`config.mk`:
```
export PLATFORM = sky130hd
export DESIGN_NAME = sevenseg_bank_scan
export DESIGN_NICKNAME = d
export VERILOG_FILES = /design/src/rtl/sevenseg_pkg.sv /design/src/rtl/hex7seg_decode.sv /design/src/rtl/sevenseg_bank_scan.sv
export SDC_FILE = /design/constraint.sdc
export NUM_CORES = 1
export LEC_CHECK = 0
export CAP_MARGIN = 40
export CORE_MARGIN = 2
export CORE_UTILIZATION = 41
export CTS_CLUSTER_SIZE = 12
export DETAILED_ROUTE_END_ITERATION = 8
export MAX_ROUTING_LAYER = met4
export PLACE_DENSITY_LB_ADDON = 0.1
export SETUP_SLACK_MARGIN = 0.5
export SKIP_CTS_REPAIR_TIMING = 1
export SYNTH_ARGS = -nofsm -noshare
export SYNTH_HDL_FRONTEND = slang
export SYNTH_SLANG_ARGS = --single-unit
```
`constraint.sdc`:
```
create_clock -name clk -period 2.7 [get_ports clk]
set_input_delay 0.675 -clock clk [delete_from_list [all_inputs] [get_ports clk]]
set_output_delay 0.675 -clock clk [all_outputs]
set_load 0.01 [all_outputs]
```
`src/rtl/sevenseg_pkg.sv`:
```
// Shared types and glyph table for the multi-bank seven-segment scanner.
// Segment vectors are ordered {g,f,e,d,c,b,a} and are active-high until polarised.
package sevenseg_pkg;

    typedef enum logic {
        BLANK = 1'b0,
        ON    = 1'b1
    } scan_state_t;

    // 0-9, then A b C d E F
    localparam logic [6:0] GLYPH [16] = '{
        7'h3F, 7'h06, 7'h5B, 7'h4F, 7'h66, 7'h6D, 7'h7D, 7'h07,
        7'h7F, 7'h6F, 7'h77, 7'h7C, 7'h39, 7'h5E, 7'h79, 7'h71
    };

    // Converts active-high segment bits to pin levels for the board's polarity.
    function automatic logic [6:0] seg_drive(input logic [6:0] lit, input bit active_low);
        return active_low ? ~lit : lit;
    endfunction

endpackage

```
`src/rtl/hex7seg_decode.sv`:
```
// Combinational hex nibble to {g,f,e,d,c,b,a} decoder (active-high segments).
module hex7seg_decode
    import sevenseg_pkg::*;
(
    input  logic [3:0] nibble,
    output logic [6:0] segments
);

    assign segments = GLYPH[nibble];

endmodule

```
`src/rtl/sevenseg_bank_scan.sv`:
```
// Multi-bank 7-segment scanner with anti-ghost blanking and frame-synchronous double buffering.
// Define SEVENSEG_DIM_EN to add the brightness port and 16-slot PWM anode dimming.
module sevenseg_bank_scan
    import sevenseg_pkg::*;
#(
    parameter int NUM_BANKS       = 2,
    parameter int DIGITS_PER_BANK = 4,
    parameter int ON_CYCLES       = 100000,
    parameter int BLANK_CYCLES    = 1000,
    parameter bit ACTIVE_LOW      = 1'b1
) (
    input  logic                                   clk,
    input  logic                                   reset,
    input  logic                                   load,
    input  logic [NUM_BANKS*DIGITS_PER_BANK*4-1:0] digit_data,
    input  logic [NUM_BANKS*DIGITS_PER_BANK-1:0]   dp_in,
    input  logic [NUM_BANKS*DIGITS_PER_BANK-1:0]   digit_en,
`ifdef SEVENSEG_DIM_EN
    input  logic [3:0]                             brightness,
`endif
    output logic [NUM_BANKS*DIGITS_PER_BANK-1:0]   an,
    output logic [NUM_BANKS*7-1:0]                 seg,
    output logic [NUM_BANKS-1:0]                   dp,
    output logic                                   frame_done
);

    localparam int NUM_DIGITS = NUM_BANKS * DIGITS_PER_BANK;
    localparam int CNT_MAX    = (ON_CYCLES > BLANK_CYCLES) ? ON_CYCLES : BLANK_CYCLES;
    localparam int CW         = $clog2(CNT_MAX);
    localparam int IW         = (DIGITS_PER_BANK > 1) ? $clog2(DIGITS_PER_BANK) : 1;
    localparam logic [CW-1:0] ON_LAST    = CW'(ON_CYCLES - 1);
    localparam logic [CW-1:0] BLANK_LAST = CW'(BLANK_CYCLES - 1);
    localparam logic [IW-1:0] IDX_LAST   = IW'(DIGITS_PER_BANK - 1);

    scan_state_t             state_reg;
    logic [CW-1:0]           cnt_reg;
    logic [IW-1:0]           idx_reg;
    logic [NUM_DIGITS*4-1:0] pend_data_reg, act_data_reg;
    logic [NUM_DIGITS-1:0]   pend_dp_reg, act_dp_reg;
    logic [NUM_DIGITS-1:0]   pend_en_reg, act_en_reg;
    logic                    pend_flag_reg;
    logic                    wrap_reg;
    logic [NUM_DIGITS-1:0]   an_reg;
    logic [NUM_BANKS*7-1:0]  seg_reg;
    logic [NUM_BANKS-1:0]    dp_reg;
    logic                    frame_done_reg;

    logic                    cnt_last;
    logic                    frame_wrap;
    logic                    is_on;
    logic                    anode_gate;
    logic [NUM_DIGITS-1:0]   an_next;
    logic [NUM_BANKS*7-1:0]  seg_next;
    logic [NUM_BANKS-1:0]    dp_next;

    assign is_on      = (state_reg == ON);
    assign cnt_last   = is_on ? (cnt_reg == ON_LAST) : (cnt_reg == BLANK_LAST);
    assign frame_wrap = is_on && cnt_last && (idx_reg == IDX_LAST);

`ifdef SEVENSEG_DIM_EN
    localparam int SLOT_CYCLES = ON_CYCLES / 16;
    localparam int SW          = (SLOT_CYCLES > 1) ? $clog2(SLOT_CYCLES) : 1;
    localparam logic [SW-1:0] SLOT_LAST = SW'(SLOT_CYCLES - 1);

    logic [SW-1:0] slot_cnt_reg;
    logic [3:0]    slot_idx_reg;
    logic [3:0]    bright_reg;

    // Brightness is latched on the BLANK->ON edge so a level change never splits an ON phase.
    always_ff @(posedge clk) begin
        if (reset) begin
            slot_cnt_reg <= '0;
            slot_idx_reg <= '0;
            bright_reg   <= '0;
        end else if (!is_on) begin
            slot_cnt_reg <= '0;
            slot_idx_reg <= '0;
            if (cnt_last) begin
                bright_reg <= brightness;
            end
        end else if (slot_cnt_reg == SLOT_LAST) begin
            slot_cnt_reg <= '0;
            slot_idx_reg <= slot_idx_reg + 4'd1;
        end else begin
            slot_cnt_reg <= slot_cnt_reg + SW'(1);
        end
    end

    assign anode_gate = (slot_idx_reg <= bright_reg);
`else
    assign anode_gate = 1'b1;
`endif

    genvar gi, gd;
    generate
        for (gi = 0; gi < NUM_BANKS; gi++) begin : g_bank
            localparam int BASE = gi * DIGITS_PER_BANK;
            logic [3:0] nib_sel;
            logic       en_sel;
            logic       dp_sel;
            logic       lit;
            logic [6:0] glyph;

            always_comb begin
                nib_sel = '0;
                en_sel  = 1'b0;
                dp_sel  = 1'b0;
                for (int d = 0; d < DIGITS_PER_BANK; d++) begin
                    if (idx_reg == IW'(d)) begin
                        nib_sel = act_data_reg[(BASE + d)*4 +: 4];
                        en_sel  = act_en_reg[BASE + d];
                        dp_sel  = act_dp_reg[BASE + d];
                    end
                end
            end

            hex7seg_decode u_decode (
                .nibble   (nib_sel),
                .segments (glyph)
            );

            // seg/dp stay up for the whole ON phase; only the anode is PWM-gated.
            assign lit                = is_on && en_sel;
            assign seg_next[gi*7 +: 7] = seg_drive(lit ? glyph : 7'h00, ACTIVE_LOW);
            assign dp_next[gi]         = ACTIVE_LOW ^ (lit && dp_sel);

            for (gd = 0; gd < DIGITS_PER_BANK; gd++) begin : g_anode
                assign an_next[BASE + gd] = ACTIVE_LOW ^ (is_on && (idx_reg == IW'(gd))
                                                         && act_en_reg[BASE + gd] && anode_gate);
            end
        end
    endgenerate

    always_ff @(posedge clk) begin
        if (reset) begin
            state_reg      <= BLANK;
            cnt_reg        <= '0;
            idx_reg        <= '0;
            pend_data_reg  <= '0;
            pend_dp_reg    <= '0;
            pend_en_reg    <= '0;
            pend_flag_reg  <= 1'b0;
            act_data_reg   <= '0;
            act_dp_reg     <= '0;
            act_en_reg     <= '0;
            wrap_reg       <= 1'b0;
            an_reg         <= {NUM_DIGITS{ACTIVE_LOW}};
            seg_reg        <= {NUM_BANKS{seg_drive(7'h00, ACTIVE_LOW)}};
            dp_reg         <= {NUM_BANKS{ACTIVE_LOW}};
            frame_done_reg <= 1'b0;
        end else begin
            if (cnt_last) begin
                cnt_reg <= '0;
                if (!is_on) begin
                    state_reg <= ON;
                end else begin
                    state_reg <= BLANK;
                    idx_reg   <= (idx_reg == IDX_LAST) ? '0 : idx_reg + IW'(1);
                end
            end else begin
                cnt_reg <= cnt_reg + CW'(1);
            end

            // A load coinciding with the wrap lands in pending and keeps the flag set;
            // the older pending contents are the ones promoted.
            if (frame_wrap && pend_flag_reg) begin
                act_data_reg <= pend_data_reg;
                act_dp_reg   <= pend_dp_reg;
                act_en_reg   <= pend_en_reg;
            end
            if (load) begin
                pend_data_reg <= digit_data;
                pend_dp_reg   <= dp_in;
                pend_en_reg   <= digit_en;
                pend_flag_reg <= 1'b1;
            end else if (frame_wrap) begin
                pend_flag_reg <= 1'b0;
            end

            wrap_reg       <= frame_wrap;
            an_reg         <= an_next;
            seg_reg        <= seg_next;
            dp_reg         <= dp_next;
            frame_done_reg <= wrap_reg;
        end
    end

    assign an         = an_reg;
    assign seg        = seg_reg;
    assign dp         = dp_reg;
    assign frame_done = frame_done_reg;

endmodule

```
# Yosys cells after proc, flatten, opt, wreduce, memory -nomap -nowiden
# Memories as Yosys holds them, arrays and structs flattened.
# Cells that the tools add are included.
[totals] reg_bits=143 romBits=224 out_inout_bits=25 elab_cells=98 memories=2
[memory_table] name="(no name shown)" depth=16 word_bits=7 read_ports=1 rd_ports_with_merged_regs=0 write_ports=0 line_no="hex7seg_decode.sv:9" text="assign segments = GLYPH[nibble];"
[memory_table] name="(no name shown)" depth=16 word_bits=7 read_ports=1 rd_ports_with_merged_regs=0 write_ports=0 line_no="hex7seg_decode.sv:9"
[classes] n_addsub=2 magnitude_cmp=2 eq_ne=5 muxes=35 bitwise_logic=14 reduce_logical=23
[ops] operator="7-bit 2-to-1 mux" n=6
[ops] operator="4-bit 2-to-1 mux" n=8
[ops] operator="1-bit 2-to-1 mux" n=20
[ops] operator="1-bit logical AND" n=19
[ops] operator="17-bit by 1-bit adder with 17-bit output, second input constant" n=1
[ops] operator="17-bit by 10-bit == test with 1-bit output, second input constant" n=1
[ops] operator="17-bit == test, second input constant" n=1
[ops] operator="7-bit inverter" n=2
[ops] operator="5-bit greater-or-equal comparator, second input constant" n=2
[ops] operator="1-bit inverter" n=10
[ops] operator="4-bit inverter with 5-bit output" n=2
[ops] operator="2-bit == test, second input constant" n=2
[ops] operator="2-bit by 1-bit adder with 2-bit output, second input constant" n=1
[ops] operator="2-bit by 1-bit == test with 1-bit output, second input constant" n=1
[ops] operator="2-bit zero test" n=1
[ops] operator="2-bit 2-to-1 mux" n=1
[ops] operator="2-bit AND reduction" n=1
[ops] operator="2-bit nonzero test" n=1
[ops] operator="2-bit OR reduction" n=1

# Depth between registers and ports, before layout
# Gate-level depths: netlist of run 1.
[logic_depth] depth_word=11 ltp_mapped=11

# Cells and area by module
# A second synthesis of run 1 with hierarchy kept.
[hier_totals] cells_unflattened=715 area_unflattened_um2=6706.4
[modules_own_cells] module="sevenseg_bank_scan" instances=1 cells_each=649 area_each_um2=6128.4 seq_area_each_um2=2862.7
[modules_own_cells] module="hex7seg_decode (g_bank[0].u_decode)" instances=1 cells_each=33 area_each_um2=290.3 seq_area_each_um2=0.0
[modules_own_cells] module="hex7seg_decode (g_bank[1].u_decode)" instances=1 cells_each=33 area_each_um2=287.8 seq_area_each_um2=0.0

# Least setup slack after synthesis of run 1
# OpenSTA, ideal clock, no wires.
[synth_path] kind="register -> register" from="reg idx_reg[0]" to="reg seg_reg[10] (netlist: seg[10])" setup_ns=0.143 arrival_ns=2.329 required_time_ns=2.557 setup_slack_ns=0.229 path_stages_with_launch=11 path_cell_list="dfxtp_1 > inv_1 > ha_1 > clkbuf_1 > clkbuf_1 > a221oi_1 > inv_1 > ha_1 > a21oi_1 > a32o_1 > nand2_1"
[synth_via] elab_chain_len=11 elab_cells_between_ends=19
[synth_lines] element="start: declaration" line_no="sevenseg_bank_scan.sv:37" text="logic [IW-1:0] idx_reg;"
[synth_lines] element="start signal: assignment" line_no="sevenseg_bank_scan.sv:158" text="idx_reg <= (idx_reg == IDX_LAST) ? '0 : idx_reg + IW'(1);"
[synth_lines] element="2-bit zero test" line_no="sevenseg_bank_scan.sv:109" text="if (idx_reg == IW'(d)) begin"
[synth_lines] element="4-bit 2-to-1 mux (4 in series)" line_no="sevenseg_bank_scan.sv:109"
[synth_lines] element="4-bit inverter with 5-bit output (implied by the code)" line_no="hex7seg_decode.sv:9"
[synth_lines] element="memory read 16 x 7 bit"
[synth_lines] element="7-bit 2-to-1 mux (implied by the code) (2 in series)" line_no="hex7seg_decode.sv:9"
[synth_lines] element="7-bit 2-to-1 mux *" line_no="sevenseg_bank_scan.sv:124" text="assign seg_next[gi*7 +: 7] = seg_drive(lit ? glyph : 7'h00, ACTIVE_LOW);"
[synth_lines] element="7-bit inverter *" line_no="sevenseg_pkg.sv:18" text="return active_low ? ~lit : lit;"
[synth_lines] element="end signal: assignment" line_no="sevenseg_bank_scan.sv:148" text="seg_reg <= {NUM_BANKS{seg_drive(7'h00, ACTIVE_LOW)}};"
[synth_lines] element="end signal: assignment" line_no="sevenseg_bank_scan.sv:182" text="seg_reg <= seg_next;"
[synth_lines] element="end: declaration" line_no="sevenseg_bank_scan.sv:44" text="logic [NUM_BANKS*7-1:0] seg_reg;"
# Mark *: on every way between the ends. The rest lies on a longest branch, timed or not. The select of a mux whose other input is x is not followed.
# A chain may end at the register's enable or synchronous reset.

# Final worst setup path of run 1
# Same ends and word-level chain as after synthesis.

==> results.md, run 1 <==
* Outcome: complete, no violations
* Lkg Pwr at between 2 and 3 nW
* Ports at 76
* Global-route wire length before repair at between 20 and 25 mm
* Global Route Usage Sum at around a fifth
* Global placer's final weighted congestion at 0.8446
* CP Cell Sequence: inv_2 -> ha_2 -> or2_4 -> a221oi_2 -> a221oi_4 -> buf_4 -> buf_4 -> ha_4 -> a21oi_1 -> a32o_1 -> nand2_1
* H-tree levels at 4
* Peak VDD IR at between 0.0004 and 0.0005 V
* Minimum clock period at 2.184 ns
* Slowest-stage cell, CP: dfxtp_4
* Slew Limit Fails at 0
* Synth-to-Final Area Change at 30.08%
* Reg2Reg Depth at 11
* Clock root cell: clkbuf_16
* Synthesized instance count at roughly 660
* Via Count at ~4700
* Cell Area, Synth at a little under 0.006 mm^2
* Path type of the worst setup path: reg -> reg
* DRC viols at 0
* Num CTS Buffers at 17
* Core footprint at approximately 0.014 mm^2
* Most frequent cell on the critical path: buf_4
* Row count at between 40 and 50
* Worst-Margin Slew at 0.6944 ns
* Die area at 0.01534 mm^2
* Max incr delay on CP at between 0.3 and 0.4 ns
* Register bit total from synthesis at between 100 and 150
* Hold depth at 1
* Die X at 123.9 um
* RSZ-0062 raised after global routing: yes
* Post-Route WL at around 14 mm
* Post-synth EDFFs at 0
* Slew HR at ~54%
* Startpoint Class: flop
* Share of layout cells above drive strength 1 at 12.43%
* Nets at approximately 800
* Largest buffer count on any clock path at 2
* Antenna Cells at 0
* Clk Latency, worst-skew pair at 0.42 ns
* Most frequent cells in the layout: dfxtp_1 (141), nand2_1 (128), nor2_1 (77), clkdlybuf4s50_1 (73), a21oi_1 (60)
* Die height at 123.9 um
* Avg Cell Area, Syn at between 8 and 9 um^2
* Antenna viol nets, final at 0
* Initial core utilization at ~42%
* Ys flop type: dfxtp_1
* DR vias/cell at slightly above 5
* DR pass1 iterations at 4
* DPL Wire Length at around 9 mm
* HP Class: reg -> reg
* Grt ovf at 0
* YS warnings at 0
* PD cells at approximately 590 mW/mm^2
* Vias in the first global route at about 4500
* Clk sinks at 143
* Hold Fails Final Rpt at 0
* Setup crit end kind: flop
* First-iteration detailed-routing DRC count at between 200 and 300
* Number of max-cap violations at 0
* Initial antenna violation count at 0
* Peak Freq at around 0.46 GHz
* Drt wl/cell at approximately 15 um
* DP Worst Slack at 0.2879 ns
* Largest net degree at the start of global routing at just under 70
* Critical Path AT at around 2.6 ns
* Async S/R FF share, synth at 0%
* Post-synth cell types at 50
* Most common cell after layout, fill and taps aside: dfxtp_1
* WP data required at a little over 3 ns
* Sequential-to-total area share from yosys stat at roughly 50%
* Post-synth net total at 727
* Max FO, Critical Path at 6
* Worst Skew at about 0.011 ns
* Final setup viols at 0
* Fin crit share at 80.91%
* CTS tree: done
* Setup TNS at 0 ns
* Number of I/O port buffers at between 70 and 80
* Final setup margin at slightly above 0.5 ns
* Worst-path clk slew at around 0.06 ns
-- metal layers --
metal  routed length [um]  global-route usage, %
met1                 6258                  23.41
met2                 6404                  29.16
met3                  550                  4.396
met4                  299                  8.381
met5                    0                      -
-- Yosys cell counts (all sizes together) (4+ instances only) --
cell / instances / area, um^2
nand3: 13 / 65.06
nor2b: 7 / 43.79
nand3b: 7 / 52.55
mux2i: 53 / 530.5
nor3b: 7 / 52.55
xnor2: 8 / 70.07
nor3: 7 / 35.03
nand4: 4 / 25.02
nand2b: 4 / 25.02
buf: 19 / 115.1
a221oi: 8 / 70.07
nor2: 78 / 292.8
a21oi: 61 / 309.1
xor2: 8 / 70.07
nand2: 128 / 480.5
dfxtp: 143 / 2863
a211oi: 4 / 30.03
inv: 17 / 63.81
o221ai: 8 / 70.07
o21ai: 6 / 30.03
clkbuf: 23 / 87.58
ha: 17 / 212.7
-- cell families (layout without fill, tap and decap cells) --
kind of cell / after synthesis / in the layout / share of synthesized area [%]
AOI/OAI and AO/OA: 102 / 102 / 10.92
xor gates and xnor gates: 16 / 16 / 2.379
adders and majority gates: 17 / 17 / 3.611
buffers and inverters: 59 / 148 / 4.524
DFF: 143 / 143 / 48.60
muxes: 53 / 53 / 9.006
and+or+nand+nor: 269 / 269 / 20.96
-- critical path, delay by kind of cell, from the launching register on --
| family | cells | cell delay, ns |
|---|---|---|
| AO/OA/AOI/OAI | 4 | 0.56 |
| adder cells (fa/ha/maj) | 2 | 0.44 |
| buffers and inverters | 3 | 0.37 |
| flip-flops | 1 | 0.39 |
| AND/OR/NAND/NOR | 2 | 0.35 |
-- report_power, final --
| group | internal [mW] | leakage [nW] | total, mW | switching [mW] |
|---|---|---|---|---|
| registers | 2.16 | 1.16 | 2.18 | 0.0283 |
| logic | 0.115 | 1.34 | 0.201 | 0.0861 |
| clock network | 1.21 | 0.252 | 2.14 | 0.930 |
-- final timing paths --
kind,start,endpoint,slack [ns]
setup / recovery,idx_reg[0],seg[10],0.52
hold / removal,act_en_reg[3],an[3],0.42
setup reg to reg,idx_reg[0],seg[10],0.52
hold reg to reg,act_en_reg[3],an[3],0.42
-- area by class of cell --
type                            count  area (um^2)
Inverter                           17        63.81
Multi-Input combinational cell    457         2987
Tap cell                          180        225.2
Clock buffer                       18        439.2
Sequential cell                   143         2870
Clock inverter                     14        111.4
Fill cell                        1286         6272
Timing Repair Buffer               99        965.9
-- through the flow --
step / instance area (um^2) / hold WS [ns] / std cells / power, mW / utilization [%]
floorplan: 5909 / 0.3712 / 659 / 2.331 / -
global placement: 6825 / 0.4200 / 887 / 2.425 / 48.98
detailed placement: 6830 / 0.4120 / 888 / 2.433 / 49.02
CTS: 7381 / 0.4253 / 920 / 4.577 / 52.97
global route: 7662 / 0.4419 / 928 / 4.696 / 54.99
finish: 7662 / 0.4180 / 928 / 4.522 / 54.99
No activity file was read; power rests on OpenSTA's default activity.
==> inputs of run 2 (changes only) <==
Clock period 2.7 ns to 1.9 ns, I/O delays scaled along.
==> run 2 against run 1 <==
Net effect: the run now ends with setup timing left; total power rose by 48%; combinational power rose by 64%; wire length is 15% higher; register-to-register slack worse by 0.68 ns; sequential power rose by 43%; die area unchanged.
==> results.md, run 2 (synthesis results as in run 1) <==
* Peak Freq at between 0.4 and 0.5 GHz
* First-iteration detailed-routing DRC count at roughly 300
* Slowest-stage cell, CP: dfxtp_4
* Lkg Pwr at 3.546 nW
* Reg2Reg Depth at 9
* Clk Latency, worst-skew pair at 0.43 ns
* Top delay family on crit path: compound AO/OA/AOI/OAI gates
* Drt wl/cell at roughly 16 um
* RSZ-0062 raised after global routing: yes
* Failing checks: setup timing
* Ports at between 70 and 80
* Clock root cell: clkbuf_16
* CP Cell Sequence: inv_2 -> ha_2 -> or2_4 -> a221oi_4 -> a221oi_4 -> inv_2 -> ha_1 -> o21ai_0 -> a221o_1
* Most frequent cells in the layout: dfxtp_1 (132), nand2_1 (86), nor2_1 (63), mux2i_1 (53), clkdlybuf4s50_1 (48)
* WP data required at 2.21 ns
* Row count at 43
* CP bufs+invs at 2
* DRC viols at 0
* Nets at about 840
* Initial antenna violation count at 0
* Number of max-cap violations at 0
* Die X at 123.9 um
* Global placer's final weighted congestion at 0.8274
* Worst-Margin Slew at just under 0.6 ns
* Worst Skew at just over 0.006 ns
* Grt ovf at 0
* Outcome: finished, violations left
* Fill cell count at 1140
* H-tree levels at 4
* Peak VDD IR at 0.0006134 V
* Storage element area at slightly below 0.003 mm^2
* Slew HR at about 62%
* Max incr delay on CP at around 0.38 ns
* DR pass1 iterations at 4
* Worst-path clk slew at around 0.060 ns
* Final setup margin at -0.1600 ns
* Largest net degree at the start of global routing at about 110
* Most common cell after layout, fill and taps aside: dfxtp_1
* Antenna viol nets, final at 0
* Slew Limit Fails at 0
* Post-Route WL at between 15 and 20 mm
* DPL Wire Length at roughly 9.4 mm
* Multi-input logic area at between 0.003 and 0.004 mm^2
* Number of I/O port buffers at between 70 and 80
* Die area at 0.01534 mm^2
* Post-Layout Cell Count at 966
* Setup TNS at -1.619 ns
* HP Class: reg -> reg
* Global Route Usage Sum at 19.77%
* Hold depth at 1
* DP Worst Slack at -0.1996 ns
* Initial core utilization at 42.27%
* Path type of the worst setup path: reg -> reg
* Share of layout cells above drive strength 1 at approximately a third
* Path length in cells of the critical path at 9
* Antenna Cells at 0
* Fin crit share at 108.4%
* Final setup viols at 35
* Core footprint at around 0.014 mm^2
* CTS tree: done
* Global-route wire length before repair at around 23 mm
* Die height at 123.9 um
* PD cells at ~750 mW/mm^2
* Via Count at ~5000
* DR vias/cell at slightly above 5
* Largest buffer count on any clock path at 2
* Critical Path AT at ~2.4 ns
* Synth-to-Final Area Change at 52.10%
* Cells after DPL at around 900
* Max FO, Critical Path at 4
* Vias in the first global route at ~4800
* Clk sinks at 143
* Hold Fails Final Rpt at 0
* Num CTS Buffers at 17
* Minimum clock period at about 2 ns
* Startpoint Class: flop
* Setup crit end kind: flop
run 2: cell types whose count changed in the layout (fill, tap and decap cells not counted), moves of 8 or more:
| cell | change |
|---|---|
| buf_6 | +8 |
| nand2_1 | -42 |
| nor2_1 | -14 |
| nor2_4 | +13 |
| nand2_2 | +16 |
| buf_4 | +19 |
| nand2_4 | +26 |
| clkdlybuf4s50_1 | -25 |
| a21oi_2 | +39 |
| dfxtp_1 | -9 |
| dlymetal6s2s_1 | +20 |
| a21oi_1 | -39 |
run 2: layout make-up:
type,instances,area share [%]
Tap cell,180,2.514
Timing Repair Buffer,138,16.45
Multi-Input combinational cell,457,41.66
Clock buffer,20,5.097
Clock inverter,11,1.299
Inverter,17,0.7401
Sequential cell,143,32.24
run 2: power breakdown:
group / total, mW / internal (mW) / switching, mW
Clock: 3.26 / 1.98 / 1.28
Sequential: 3.12 / 3.06 / 0.0624
Combinational: 0.330 / 0.183 / 0.147
Total: 6.71 / 5.22 / 1.49
run 2: final timing paths:
kind / from / end / slack [ns]
min: act_en_reg[3] / an[3] / 0.43
min reg2reg: act_en_reg[3] / an[3] / 0.43
max: idx_reg[0] / seg[5] / -0.16
max reg2reg: idx_reg[0] / seg[5] / -0.16
run 2: metrics by stage:
step | hold WS (ns) | area [um^2] | power, mW | util [%]
6_report | 0.4334 | 8960 | 6.712 | 64.30
5_1_grt | 0.4522 | 8960 | 6.922 | 64.30
4_1_cts | 0.4360 | 7881 | 6.698 | 56.56
3_5_place_dp | 0.4192 | 7308 | 3.466 | 52.45
3_3_place_gp | 0.4210 | 7308 | 3.456 | 52.45
2_1_floorplan | 0.3710 | 6280 | 3.323 | -
run 2: layer usage:
metal / wire, um / part of all wire, % / vias to the layer above / global-route usage [%]
li1: - / - / 2466 / -
met1: 6828 / 44 / 2439 / 24.66
met2: 7735 / 50 / 96 / 31.56
met3: 727 / 4.7 / 15 / 4.579
met4: 193 / 1.2 / 0 / 6.818
met5: 0 / 0 / - / -
==> inputs of run 3 (changes only) <==
Settings changed: GPL_TIMING_DRIVEN set to 0.
==> run 3 against run 2 <==
Net effect: largest power group unchanged; sequential share of layout area is 1.1 points lower; combinational power is 4% higher; total power is 5.3% higher; via count is 0.30% higher; die area stayed put; the run still ends with setup timing left; wire length is 2.7% higher; worst hold slack worse by 0.030 ns; highest routed layer unchanged; critical path depth is 1 higher; core utilization is 2.3 points higher; cell count is 2.0% higher; sequential cell count stayed put.
==> results.md, run 3 (synthesis results as in run 1) <==
* Outcome: finished, violations left
* Failing checks: setup timing
* Initial antenna violation count at 0
* Cell-internal power at 5.580 mW
* Peak VDD IR at about 0.00059 V
* Max FO, Critical Path at 10
* Lkg Pwr at between 3 and 4 nW
* Row count at 43
* DRC viols at 0
* Worst-path clk slew at about 0.060 ns
* Slew HR at a little over half
* Post-Layout Cell Count at 985
* Hold depth at 1
* Final setup viols at 14
* Most frequent cells in the layout: dfxtp_1 (132), nand2_1 (63), nor2_1 (63), mux2i_1 (53), a21oi_2 (49)
* PD cells at approximately 760 mW/mm^2
* Cells after DPL at 912
* Final setup margin at -0.2905 ns
* Slowest-stage cell, CP: dfxtp_4
* Comb power frac at 4.9%
* WP data required at ~2.3 ns
* First-iteration detailed-routing DRC count at ~220
* Post-Route WL at roughly 16 mm
* DPL Wire Length at between 10 and 15 mm
* Largest buffer count on any clock path at 2
* Worst R2R End: seg[10]
* Global Route Usage Sum at 20.29%
* Worst reg2reg path startpoint: idx_reg[0]
* Share of layout cells above drive strength 1 at 38.14%
* Drt wl/cell at ~16 um
* Worst-Margin Slew at approximately 0.70 ns
* WHS Endpoint: an[6]
* Path type of the worst setup path: reg -> reg
* Minimum clock period at roughly 2.2 ns
* Net Switching at roughly 1.5 mW
* Slew Limit Fails at 0
* CTS tree: done
* Die X at roughly 120 um
* Design area at 0.009281 mm^2
* Clock root cell: clkbuf_16
* Ports at 76
* H-tree levels at 4
* Multi-input logic area at roughly 0.0038 mm^2
* Via Count at just over 5000
* Global-route wire length before repair at approximately 23 mm
* CP Cell Sequence: inv_4 -> ha_2 -> buf_8 -> clkbuf_16 -> a221oi_4 -> inv_2 -> ha_4 -> a21oi_2 -> a32o_1 -> nand2_1
* Hold_sp: act_en_reg[6]
* Fin crit share at 115.3%
* DP Worst Slack at -0.4051 ns
* Largest net degree at the start of global routing at 17
* Antenna Cells at 0
* Power share of the clock group at approximately 51%
* Hold Fails Final Rpt at 0
* Die area at between 0.015 and 0.02 mm^2
* Global placer's final weighted congestion at approximately 0.8
* Reg2Reg Depth at 10
* DR pass1 iterations at 4
* Sw frac at 21.02%
* Synth-to-Final Area Change at 57.56%
* Max incr delay on CP at ~0.41 ns
* Num CTS Buffers at 17
* Number of I/O port buffers at 73
* Antenna viol nets, final at 0
* Nets at 861
* Core footprint at around 0.014 mm^2
* Die height at 123.9 um
* Critical Path AT at 2.56 ns
* Fill cell count at a little over 1000
* Setup crit end kind: flop
* Number of max-cap violations at 0
* Grt ovf at 0
* Initial core utilization at 42.27%
* Storage element area at between 0.002 and 0.003 mm^2
* Sequential cell fraction of total power at approximately 44%
* RSZ-0062 raised after global routing: yes
* DR vias/cell at 5.108
* Startpoint Class: flop
* Peak Freq at around 0.46 GHz
* Vias in the first global route at about 4700
* Most common cell after layout, fill and taps aside: dfxtp_1
* HP Class: reg -> reg
* Clk sinks at approximately 140
* Reg-to-reg setup timing slack at -0.29 ns
* Worst Skew at between 0.009 and 0.01 ns
* DP Area at 0.007236 mm^2
* Clk Latency, worst-skew pair at 0.43 ns
==> run 3: cell count changes in the layout (fill, tap and decap cells not counted), moves of 9 or more <==
cell,previous run,this run
buf_4,38,28
a21oi_1,21,11
a21oi_2,40,49
nand2_1,86,63
nand2_4,26,41
clkbuf_2,4,14
==> run 3: layer usage <==
layer | GRT usage [%] | routed length (um)
met4 | 8.168 | 316
met2 | 31.66 | 7795
met3 | 4.670 | 587
met1 | 25.46 | 7203
met5 | - | 0
==> run 3: worst max-delay path: cells and delay by family (launching register included) <==
kind / cells / cell delay, ns
buffers and inverters: 4 / 0.51
AND/OR/NAND/NOR: 1 / 0.05
adder cells (fa/ha/maj): 2 / 0.49
flip-flops: 1 / 0.41
AO/OA/AOI/OAI: 3 / 0.66
==> run 3: power by group through the flow <==
stage          Sequential, mW  Combinational [mW]  Clock (mW)
2_1_floorplan            3.16               0.163           0
3_3_place_gp             3.17               0.294           0
3_5_place_dp             3.18               0.302           0
4_1_cts                  3.11               0.303        3.62
5_1_grt                  3.14               0.376        3.76
6_report                 3.13               0.344        3.59
==> run 3: layout make-up <==
cell class | instances | share of cell area, %
multi-input combinational | 457 | 41.10
buffer | 42 | 4.368
sequential | 143 | 31.13
inverter | 17 | 0.7414
timing repair buffer | 115 | 13.33
clock inverter | 9 | 1.685
clock buffer | 22 | 5.217
tap | 180 | 2.427
==> run 3: worst max-delay path by stage <==
stage | to | from | slack (ns)
5_1_grt | seg[10] | idx_reg[1] | -0.40
3_5_place_dp | seg[11] | idx_reg[1] | -0.41
2_1_floorplan | seg[10] | idx_reg[0] | -0.13
3_3_place_gp | seg[0] | idx_reg[0] | -0.39
4_1_cts | seg[11] | idx_reg[1] | -0.42
6_report | seg[10] | idx_reg[0] | -0.29
==> run 3: stage by stage <==
stage	power [mW]	hold slack [ns]	TNS [ns]	utilization (%)
after floorplan	3.323	0.3710	-0.9023	-
after global placement	3.468	0.3963	-6.477	51.93
after detailed placement	3.478	0.3946	-7.464	51.93
after CTS	7.039	0.4021	-7.942	56.52
after global routing	7.278	0.4374	-6.757	66.61
final	7.066	0.4037	-2.984	66.61
